<file path="src/rtl/mem_arbiter.sv">
// Two-requester (I$ / D$) line-memory arbiter with one transaction in flight,
// round-robin grant on ties and a bounded wait that reports a bus error on timeout.
module mem_arbiter #(
  parameter int ADDR_WIDTH     = 20,
  parameter int LINE_WIDTH     = 128,
  parameter int TIMEOUT_CYCLES = 64
) (
  input  logic                  clock,
  input  logic                  reset,
  input  logic                  ic_req_valid,
  input  logic [ADDR_WIDTH-1:0] ic_req_addr,
  output logic                  ic_rsp_valid,
  output logic [LINE_WIDTH-1:0] ic_rsp_data,
  output logic                  ic_rsp_bus_error,
  input  logic                  dc_req_valid,
  input  logic [ADDR_WIDTH-1:0] dc_req_addr,
  input  logic                  dc_req_is_store,
  input  logic [LINE_WIDTH-1:0] dc_req_data,
  output logic                  dc_rsp_valid,
  output logic [LINE_WIDTH-1:0] dc_rsp_data,
  output logic                  dc_rsp_bus_error,
  output logic                  mem_req_valid,
  output logic [ADDR_WIDTH-1:0] mem_req_addr,
  output logic                  mem_req_is_store,
  output logic [LINE_WIDTH-1:0] mem_req_data,
  input  logic                  mem_rsp_valid,
  input  logic [LINE_WIDTH-1:0] mem_rsp_data,
  input  logic                  mem_rsp_bus_error,
  output logic                  busy
);

  localparam int CNT_W = $clog2(TIMEOUT_CYCLES) + 1;
  localparam logic [CNT_W-1:0] CNT_LAST = CNT_W'(TIMEOUT_CYCLES - 1);

  typedef enum logic [1:0] {IDLE, REQ, WAIT, RESP} state_t;

  state_t                state_q;
  logic                  owner_dc_q;
  logic                  last_grant_dc_q;
  logic [ADDR_WIDTH-1:0] addr_q;
  logic                  store_q;
  logic [LINE_WIDTH-1:0] wdata_q;
  logic [LINE_WIDTH-1:0] rdata_q;
  logic                  rerr_q;
  logic [CNT_W-1:0]      cnt_q;
  logic                  mem_req_valid_q;
  logic                  ic_rsp_valid_q;
  logic                  dc_rsp_valid_q;
  logic                  busy_q;

  logic grant_dc_d;
  logic any_req_d;
  logic rsp_take_d;
  logic timeout_d;

  always_comb begin
    // On a tie the D$ wins unless it was the previous winner.
    grant_dc_d = dc_req_valid && (!ic_req_valid || !last_grant_dc_q);
    any_req_d  = ic_req_valid || dc_req_valid;
    rsp_take_d = mem_rsp_valid && (state_q == REQ || state_q == WAIT);
    timeout_d  = !mem_rsp_valid && (state_q == WAIT) && (cnt_q == CNT_LAST);
  end

  always_ff @(posedge clock or posedge reset) begin
    if (reset) begin
      state_q         <= IDLE;
      owner_dc_q      <= 1'b0;
      last_grant_dc_q <= 1'b0;
      addr_q          <= '0;
      store_q         <= 1'b0;
      wdata_q         <= '0;
      rdata_q         <= '0;
      rerr_q          <= 1'b0;
      cnt_q           <= '0;
      mem_req_valid_q <= 1'b0;
      ic_rsp_valid_q  <= 1'b0;
      dc_rsp_valid_q  <= 1'b0;
      busy_q          <= 1'b0;
    end else begin
      mem_req_valid_q <= 1'b0;
      ic_rsp_valid_q  <= 1'b0;
      dc_rsp_valid_q  <= 1'b0;

      if (rsp_take_d || timeout_d) begin
        // A real response in the final wait cycle takes precedence over the timeout.
        rdata_q        <= rsp_take_d ? mem_rsp_data : '0;
        rerr_q         <= rsp_take_d ? mem_rsp_bus_error : 1'b1;
        ic_rsp_valid_q <= !owner_dc_q;
        dc_rsp_valid_q <= owner_dc_q;
        state_q        <= RESP;
      end else begin
        case (state_q)
          IDLE: begin
            if (any_req_d) begin
              owner_dc_q      <= grant_dc_d;
              last_grant_dc_q <= grant_dc_d;
              addr_q          <= grant_dc_d ? dc_req_addr : ic_req_addr;
              store_q         <= grant_dc_d && dc_req_is_store;
              wdata_q         <= grant_dc_d ? dc_req_data : '0;
              mem_req_valid_q <= 1'b1;
              busy_q          <= 1'b1;
              state_q         <= REQ;
            end
          end
          REQ: begin
            cnt_q   <= '0;
            state_q <= WAIT;
          end
          WAIT: begin
            cnt_q <= cnt_q + CNT_W'(1);
          end
          RESP: begin
            busy_q  <= 1'b0;
            state_q <= IDLE;
          end
          default: begin
            busy_q  <= 1'b0;
            state_q <= IDLE;
          end
        endcase
      end
    end
  end

  assign mem_req_valid    = mem_req_valid_q;
  assign mem_req_addr     = addr_q;
  assign mem_req_is_store = store_q;
  assign mem_req_data     = wdata_q;
  assign busy             = busy_q;

  // Response payload is only ever visible on the owner's port during its valid cycle.
  assign ic_rsp_valid     = ic_rsp_valid_q;
  assign ic_rsp_data      = ic_rsp_valid_q ? rdata_q : '0;
  assign ic_rsp_bus_error = ic_rsp_valid_q & rerr_q;
  assign dc_rsp_valid     = dc_rsp_valid_q;
  assign dc_rsp_data      = dc_rsp_valid_q ? rdata_q : '0;
  assign dc_rsp_bus_error = dc_rsp_valid_q & rerr_q;

endmodule

</file>
<file path="config.mk">
export PLATFORM = sky130hd
export DESIGN_NAME = mem_arbiter
export DESIGN_NICKNAME = d
export VERILOG_FILES = /design/src/rtl/mem_arbiter.sv
export SDC_FILE = /design/constraint.sdc
export NUM_CORES = 1
export LEC_CHECK = 0
export ABC_AREA = 1
export BUFFER_PORTS_ARGS = -buffer_cell sky130_fd_sc_hd__buf_4
export CORE_AREA = 2 2 275 277
export DETAILED_ROUTE_END_ITERATION = 7
export DIE_AREA = 0 0 277 279
export HOLD_SLACK_MARGIN = 0.1
export SLEW_MARGIN = 20
export SYNTH_ARGS = -nofsm -noshare
export SYNTH_HDL_FRONTEND = slang
export SYNTH_SLANG_ARGS = --single-unit
</file>
<file path="constraint.sdc">
create_clock -name clock -period 11.3 [get_ports clock]
set_input_delay 1.695 -clock clock [delete_from_list [all_inputs] [get_ports clock]]
set_output_delay 1.695 -clock clock [all_outputs]
set_load 0.02 [all_outputs]
</file>
==> results of run 1 <==
worst max-delay path, stage by stage (launching register included):
cell	delay, ps
dfrtp_4	840
buf_4	670
nand2_1	320
inv_1	120
buf_4	140
synth_stat cells (all sizes together):
cell / n
nand2: 924
dfrtp: 292
inv: 277
nand3: 140
o21ai: 137
clkbuf: 80
buf: 44
nor2: 10
ha: 5
nand4: 3
clkinv: 1
nand3b: 1
o211ai: 1
o21a: 1
o21bai: 1
or2: 1
power breakdown:
| part | internal [mW] | switching (mW) | leakage [nW] |
|---|---|---|---|
| Clock | 0.687 | 0.511 | 0.592 |
| Sequential | 1.56 | 0.447 | 3.74 |
| Combinational | 1.01 | 1.75 | 8.69 |
| Total | 3.25 | 2.71 | 13.0 |
logic make-up after synthesis:
| kind of cell | Yosys count |
|---|---|
| flops | 292 |
| compound gates | 140 |
| fa+ha+maj | 5 |
| simple gates | 1079 |
| buf+inv | 402 |
metal layers:
layer,wire length (µm),part of all wire (%),vias up
li1,-,-,7017
met1,22510,39,6335
met2,28390,49,553
met3,4900,8.5,75
met4,2124,3.7,4
met5,33,0.057,-
worst paths after layout:
| path | slack, ps | to | from |
|---|---|---|---|
| max in group asynchronous | 8010 | mem_req_addr[6] | reset |
| hold / removal | 480 | mem_req_data[5] | mem_req_data[5] |
| hold reg to reg | 480 | mem_req_data[5] | mem_req_data[5] |
| min in group asynchronous | 1180 | mem_req_data[16] | reset |
| setup reg to reg | 7660 | mem_req_data[92] | state_q[0] |
| setup / recovery | 6870 | dc_rsp_data[60] | dc_rsp_valid |
per-stage QoR:
stage	std cells	cell area (µm²)	total power [mW]	hold WS, ps	setup slack, ps
floorplan	1918	13970	3.514	448.4	1543
global placement	3487	20070	4.809	465.4	6631
detailed placement	3487	20070	4.849	469.0	6552
CTS	3555	21300	6.095	490.0	6776
global route	3558	21310	6.406	497.5	6723
finish	3558	21310	5.964	484.2	6870
cells in the final DEF (no fill, tap or decap), drive strengths merged:
cell type / instances
buf: 724
bufinv: 1
clkbuf: 53
clkinv: 10
clkinvlp: 3
dfrtp: 292
diode: 3
ha: 5
inv: 279
nand2: 924
nand3: 140
nand3b: 1
nand4: 3
nor2: 10
o211ai: 1
o21a: 1
o21ai: 137
o21bai: 1
or2: 1
sequential cells by signal (all words and copies together) (netlist names):
register	cells
busy	1
cnt_q	7
dc_rsp_valid	1
ic_rsp_valid	1
state_q	2
mem_req_is_store	1
rerr_q	1
mem_req_valid	1
rdata_q	128
mem_req_addr	20
mem_req_data	128
last_grant_dc_q	1
layout make-up:
cell class / instances / share of cell area [%]
sequential: 292 / 34.33
timing repair buffer: 724 / 25.57
multi-input combinational: 1224 / 23.65
tap: 969 / 5.690
clock buffer: 53 / 4.956
inverter: 278 / 4.956
clock inverter: 15 / 0.8162
antenna: 3 / 0.03523
==> results.py, run 1 <==
metrics = {
    "outcome": {
        "status": "complete, no violations",
    },
    "timing": {
        "slew_headroom_pct": 33.56,
        "hold_violations": 0,
        "post-route-period-util_pct": 39.20,
        "rsz0062_at_grt": "no",
        "clock-skew-final_ps": 31.68,
        "fmax_mhz": 225.7,
        "timing.setup.tns_ps": 0,
        "worstMarginPinSlew_ps": 996.6,
        "slew_viol_final": 0,
        "setup_viol": 0,
        "min_period_ps": 4430,
    },
    "yosys": {
        "syn-num-nets": 2226,
        "synth_top_area_cell": "dfrtp_1",
        "synthCells": 1918,
        "synthMuxAreaShare_pct": 0,
        "seq_area_frac_synth_pct": 52.32,
        "synth_top_family_by_area": "simple AND/OR/NAND/NOR gates",
        "synthAdderAreaFrac_pct": 0.4479,
        "synth-simple-area-share_pct": 30.42,
        "synth_cell_types": 24,
        "synth.top_cell.area_share_pct": 52.32,
        "synth.area.top_cells": "dfrtp_1 52%, nand2_1 25%, inv_1 7.4%",
        "synthXorXnorAreaFrac_pct": 0,
        "synth_compound_area_share_pct": 5.070,
        "yosys_warnings": 0,
        "syn-cell-area_um2": 13970,
        "ys_ff_latch": 292,
        "avgSynthCellArea_um2": 7.282,
    },
    "route": {
        "drc": 0,
        "vias_per_cell": 3.930,
        "wl_per_cell_um": 16.29,
        "vias": 13980,
        "totalWireLength_um": 57960,
        "drt_iter0_drc": 681,
        "firstDrtPassIters": 4,
        "postRouteAntennaNets": 0,
    },
    "final_layout": {
        "drive_gt1_share_pct": 30.67,
        "final_util_pct": 28.77,
        "fill_cells": 8213,
        "final_nets": 2865,
        "multi_input_area_um2": 5040,
        "ff_latch_area_um2": 7315,
        "area_growth_pct": 52.56,
    },
    "job": {
        "cap_violations": 0,
    },
    "clocking": {
        "clk-insertion-delay-late_ps": 570,
        "cts_root_buf": "clkbuf_16",
        "cts_tree": "yes",
        "cts_setup_buffers": 0,
        "cts_max_level": 2,
        "cts_buffers": 37,
        "cts.path.max_buffers": 3,
        "clkSinkCount": 292,
        "ctsHoldBuffers": 0,
        "path_clk_slew_ps": 60,
        "cts_resized": 0,
    },
    "floorplanning": {
        "die_h_um": 279,
        "fp.coreArea_um2": 74070,
        "die_w_um": 277,
        "die-area_um2": 77280,
        "io_pins": 714,
        "initial_core_util_pct": 18.86,
        "rows": 100,
    },
    "global_routing": {
        "grt_pass1_wl_um": 85150,
        "antenna_found_initial": 8,
        "grt-ovfl-total": 0,
        "use_met2_pct": 24.97,
        "busiest_layer": "met2",
        "grtUsageMet3_pct": 4.728,
        "grt_usage_pct": 14.40,
        "use_met1_pct": 16.39,
        "grt_max_degree": 120,
        "grt_pass1_vias": 13380,
    },
    "setup_path": {
        "critPathArrivalTime_ps": 2730,
        "crit_required_ps": 9610,
        "reg2reg_depth": 7,
        "endpoint_kind": "output port",
        "critPathLaunchType": "flop",
        "crit_fanout": 66,
        "critPathKind": "flop to output port",
    },
    "placement": {
        "place_congestion": 0.8222,
        "port_buffers": 713,
        "place_hpwl_um": 43140,
    },
    "power": {
        "p_leak_nw": 13.02,
        "ir_worst_vdd_mv": 0.1637,
        "p_per_area_nw_per_um2": 279.9,
    },
    "min_path": {
        "hold_path.class": "flop to flop",
        "whs_path_depth": 2,
    },
}
No activity file was read; power rests on OpenSTA's default activity.
==> run 2, diff against run 1 <==
CORE_AREA = 2 2 279 281   (was 2 2 275 277)
DIE_AREA = 0 0 281 283   (was 0 0 277 279)
clock period = 4 ns   (was 11.3 ns; I/O delays follow)
==> results.py, run 2 (synthesized netlist as in run 1, its figures left out) <==
metrics = {
    "final_layout": {
        "drive_gt1_share_pct": 30.77,
        "fill_cells": 8449,
        "final_cell_mix": "923 x nand2_1, 728 x buf_4, 290 x dfrtp_1, 275 x inv_1, 139 x nand3_1",
        "area_growth_pct": 53.68,
        "final_nets": 2877,
        "design_area_um2": 21460,
        "multi_input_area_um2": 5040,
        "final_common_cell": "nand2_1",
        "ff_latch_area_um2": 7315,
    },
    "setup_path": {
        "critPathLaunchType": "flop",
        "crit_required_ps": 3400,
        "critPathArrivalTime_ps": 2210,
        "path_cells": "buf_12 > nand2_1 > inv_1 > buf_4",
        "crit_fanout": 78,
        "slowest_stage": "dfrtp_4",
        "critPathKind": "flop to output port",
        "critical_path.max_stage_delay_ps": 790,
        "endpoint_kind": "output port",
    },
    "power": {
        "switchingPower_mw": 7.401,
        "sequentialPowerShare_pct": 33.9,
        "p_per_area_nw_per_um2": 773.8,
        "p_total_mw": 16.61,
        "p_int_mw": 9.208,
        "clkPwrFrac_pct": 19.4,
        "p_leak_nw": 13.07,
        "p_comb_share_pct": 46.7,
        "ir_worst_vdd_mv": 0.6811,
        "swShare_pct": 44.56,
    },
    "clocking": {
        "clkSinkCount": 292,
        "cts.path.max_buffers": 3,
        "ctsHoldBuffers": 0,
        "clk-insertion-delay-late_ps": 540,
        "path_clk_slew_ps": 60,
        "cts_resized": 0,
        "cts_buffers": 37,
        "cts_max_level": 2,
        "cts_root_buf": "clkbuf_16",
        "cts_tree": "yes",
        "cts_setup_buffers": 0,
    },
    "global_routing": {
        "grt_pass1_wl_um": 81030,
        "antenna_found_initial": 2,
        "grt_max_degree": 186,
        "grt_usage_pct": 13.12,
        "grt-ovfl-total": 0,
        "grt_pass1_vias": 13460,
    },
    "route": {
        "vias": 13990,
        "drt_iter0_drc": 781,
        "wl_per_cell_um": 14.96,
        "postRouteAntennaNets": 0,
        "vias_per_cell": 3.851,
        "drc": 0,
        "firstDrtPassIters": 5,
        "totalWireLength_um": 54340,
    },
    "timing": {
        "hold-worst-slack_ps": 218.0,
        "clock-skew-final_ps": 14.59,
        "worstMarginPinSlew_ps": 906.9,
        "hold_violations": 0,
        "slew_viol_final": 0,
        "min_period_ps": 2808,
        "rsz0062_at_grt": "no",
        "layout_setup_ws_ps": 1192,
        "fmax_mhz": 356.1,
        "post-route-period-util_pct": 70.21,
        "slew_headroom_pct": 39.54,
        "setup_viol": 0,
    },
    "floorplanning": {
        "initial_core_util_pct": 18.21,
        "die-area_um2": 79520,
        "die_h_um": 283,
        "die_w_um": 281,
        "io_pins": 714,
        "fp.coreArea_um2": 76700,
        "rows": 102,
    },
    "placement": {
        "place_ws_ps": 1353,
        "post_dp_cell_area_um2": 20330,
        "place_hpwl_um": 40080,
        "place_congestion": 0.7972,
        "port_buffers": 713,
    },
    "job": {
        "cap_violations": 0,
    },
    "outcome": {
        "status": "complete, no violations",
    },
    "min_path": {
        "hold_path.class": "primary input to asynchronous set/reset pin",
    },
}
run 2: cell count changes in the layout (fill, tap and decap cells not counted), sizes merged:
cell / delta
clkbuf: -3
bufinv: +1
clkinvlp: -2
diode: -1
clkinv: -4
buf: +12
run 2: final timing paths:
check | start | to | slack (ps) | cells after the start
min reg2reg | mem_req_addr[16] | mem_req_addr[16] | 480 | 2
max | dc_rsp_valid | dc_rsp_data[56] | 1190 | 4
max in group asynchronous | reset | mem_req_data[103] | 2700 | 3
min in group clock | mem_rsp_data[40] | rdata_q[40] | 280 | 3
max reg2reg | state_q[0] | mem_req_data[3] | 1560 | 8
min | reset | rdata_q[54] | 220 | 2
run 2: metal layers:
| metal | share of wire, % | track usage [%] | vias to the layer above | routed length (µm) |
|---|---|---|---|---|
| met2 | 49 | 22.96 | 526 | 26580 |
| met3 | 8.4 | 4.049 | 68 | 4570 |
| met5 | 0 | 0 | - | 0 |
| met1 | 40 | 15.47 | 6388 | 21980 |
| li1 | - | - | 7005 | - |
| met4 | 2.2 | 3.289 | 0 | 1210 |
run 2: critical path: cells and delay by family (launching register included):
kind | cells | cell delay [ps]
and+or+nand+nor | 1 | 210
buffers and inverters | 3 | 620
DFF | 1 | 790
run 2: power by group through the flow:
stage	clock (mW)	sequential, mW	combinational (mW)
3_3_place_gp	0	5.64	7.84
4_1_cts	3.37	5.64	7.92
6_report	3.21	5.63	7.76
5_1_grt	3.51	5.83	8.59
3_5_place_dp	0	5.65	7.93
2_1_floorplan	0	6.15	3.78
run 2: through the flow:
step           instances  TNS [ps]  utilization (%)
2_1_floorplan       1918   -138750                -
3_3_place_gp        3570         0            26.51
3_5_place_dp        3570         0            26.51
4_1_cts             3630         0            27.98
5_1_grt             3631         0            27.98
6_report            3632         0            27.98
run 2: final cells by class:
| type | instances | area share, % |
|---|---|---|
| clock buffer | 50 | 4.727 |
| antenna | 2 | 0.02332 |
| clock inverter | 10 | 0.5188 |
| multi-input combinational | 1224 | 23.48 |
| tap | 1040 | 6.062 |
| timing repair buffer | 736 | 26.21 |
| inverter | 278 | 4.902 |
| sequential | 292 | 34.08 |
==> run 3, diff against run 2 <==
CORE_AREA = 2 2 275 277   (was 2 2 279 281)
DIE_AREA = 0 0 277 279   (was 0 0 281 283)
clock period = 2.6 ns   (was 4 ns; I/O delays follow)
==> results.py, run 3 (synthesized netlist as in run 1, its figures left out) <==
metrics = {
    "global_routing": {
        "grt_pass1_wl_um": 89320,
        "grt_usage_pct": 14.70,
        "grt_max_degree": 134,
        "grt-ovfl-total": 0,
        "antenna_found_initial": 6,
        "grt_pass1_vias": 15150,
    },
    "clocking": {
        "cts_buffers": 36,
        "ctsHoldBuffers": 252,
        "cts_root_buf": "clkbuf_16",
        "cts_tree": "yes",
        "clk-insertion-delay-late_ps": 550,
        "clkSinkCount": 292,
        "cts.path.max_buffers": 3,
        "path_clk_slew_ps": 50,
        "cts_setup_buffers": 0,
        "cts_resized": 0,
        "cts_max_level": 2,
    },
    "setup_path": {
        "endpoint_kind": "output port",
        "crit_fanout": 52,
        "critical_path.max_stage_delay_ps": 820,
        "slowest_stage": "dfrtp_4",
        "path_cells": "buf_12 > nand2_1 > inv_1 > buf_4",
        "critPathArrivalTime_ps": 2110,
        "crit_required_ps": 2210,
        "rrSetupSlack_ps": 390,
        "critPathKind": "flop to output port",
        "critPathLaunchType": "flop",
    },
    "power": {
        "p_per_area_nw_per_um2": 1106,
        "p_int_mw": 14.98,
        "swShare_pct": 44.16,
        "p_comb_share_pct": 47.6,
        "p_leak_nw": 14.28,
        "switchingPower_mw": 11.84,
        "clkPwrFrac_pct": 20.3,
        "sequentialPowerShare_pct": 32.1,
        "ir_worst_vdd_mv": 1.068,
        "p_total_mw": 26.82,
    },
    "timing": {
        "fmax_mhz": 400.4,
        "slew_headroom_pct": 42.37,
        "worstMarginPinSlew_ps": 863.5,
        "setup_viol": 0,
        "min_period_ps": 2497,
        "rsz0062_at_grt": "no",
        "layout_setup_ws_ps": 102.7,
        "slew_viol_final": 0,
        "post-route-period-util_pct": 96.05,
        "clock-skew-final_ps": 27.10,
        "hold-worst-slack_ps": 136.8,
        "hold_violations": 0,
    },
    "final_layout": {
        "finalNonFillerCells": 3832,
        "final_cell_mix": "923 x nand2_1, 731 x buf_4, 290 x dfrtp_1, 275 x inv_1, 252 x dlygate4sd3_1",
        "design_area_um2": 24260,
        "area_growth_pct": 73.66,
        "drive_gt1_share_pct": 28.67,
        "final_nets": 3140,
        "final_common_cell": "nand2_1",
    },
    "job": {
        "cap_violations": 0,
    },
    "placement": {
        "post_dp_cell_area_um2": 20450,
        "place_ws_ps": 301.7,
        "place_congestion": 0.8412,
        "place_hpwl_um": 42170,
        "port_buffers": 713,
        "dp.cells": 3511,
    },
    "floorplanning": {
        "rows": 100,
        "die_w_um": 277,
        "io_pins": 714,
        "fp.coreArea_um2": 74070,
        "die-area_um2": 77280,
        "initial_core_util_pct": 18.86,
        "die_h_um": 279,
    },
    "route": {
        "drt_iter0_drc": 788,
        "postRouteAntennaNets": 0,
        "firstDrtPassIters": 5,
        "drc": 0,
        "wl_per_cell_um": 15.34,
        "totalWireLength_um": 58770,
        "vias": 15340,
        "vias_per_cell": 4.004,
    },
    "min_path": {
        "hold_path.class": "primary input to flop",
    },
    "outcome": {
        "status": "complete, no violations",
    },
}
==> run 3: changes by cell type in the layout (fill, tap and decap cells not counted), moves of 2 or more <==
cell and delta:
clkbuf_8 +3, bufinv_16 +2, buf_12 +9, clkbuf_1 -5, buf_4 +3, dlygate4sd3_1 +252, clkinvlp_4 +5
==> run 3: final timing paths <==
path,from,endpoint,cells after the start
max reg2reg,state_q[0],mem_req_addr[12],9
max,dc_rsp_valid,dc_rsp_data[121],4
min,mem_rsp_data[66],rdata_q[66],3
min reg2reg,mem_req_addr[1],mem_req_addr[1],2
min in group asynchronous,reset,cnt_q[6],3
max in group asynchronous,reset,mem_req_data[99],4
==> run 3: final cells by class <==
class,count,area (µm²)
inverter,278,1052
tap,969,1212
fill,7758,49820
antenna,3,7.507
clock inverter,17,216.5
multi-input combinational,1224,5040
timing repair buffer,1000,8351
sequential,292,7315
clock buffer,49,1062
==> run 3: routing by layer <==
layer / GRT usage (%) / part of all wire (%) / vias up
li1: - / - / 7552
met1: 16.90 / 40 / 7085
met2: 26.65 / 51 / 605
met3: 3.355 / 6.4 / 101
met4: 5.114 / 3.4 / 0
met5: 0 / 0 / -
==> run 3: worst max-delay path, delay by kind of cell (launching register included) <==
kind	cells	cell delay, ps
buf+inv	3	500
flops	1	820
simple gates	1	150
==> run 3: metrics by stage <==
| stage | util [%] | TNS (ps) |
|---|---|---|
| 4_1_cts | 32.74 | 0 |
| 2_1_floorplan | - | -486230 |
| 3_5_place_dp | 27.60 | 0 |
| 5_1_grt | 32.75 | 0 |
| 6_report | 32.75 | 0 |
| 3_3_place_gp | 27.60 | 0 |
==> run 3: power groups by stage <==
stage                     logic, mW  clock network, mW  registers (mW)
final                          12.8               5.44            8.62
after global routing           14.0               5.83            8.88
after CTS                      13.0               5.67            8.61
after detailed placement       12.7                  0            8.62
after global placement         12.5                  0            8.64
after floorplan                5.81                  0            9.46
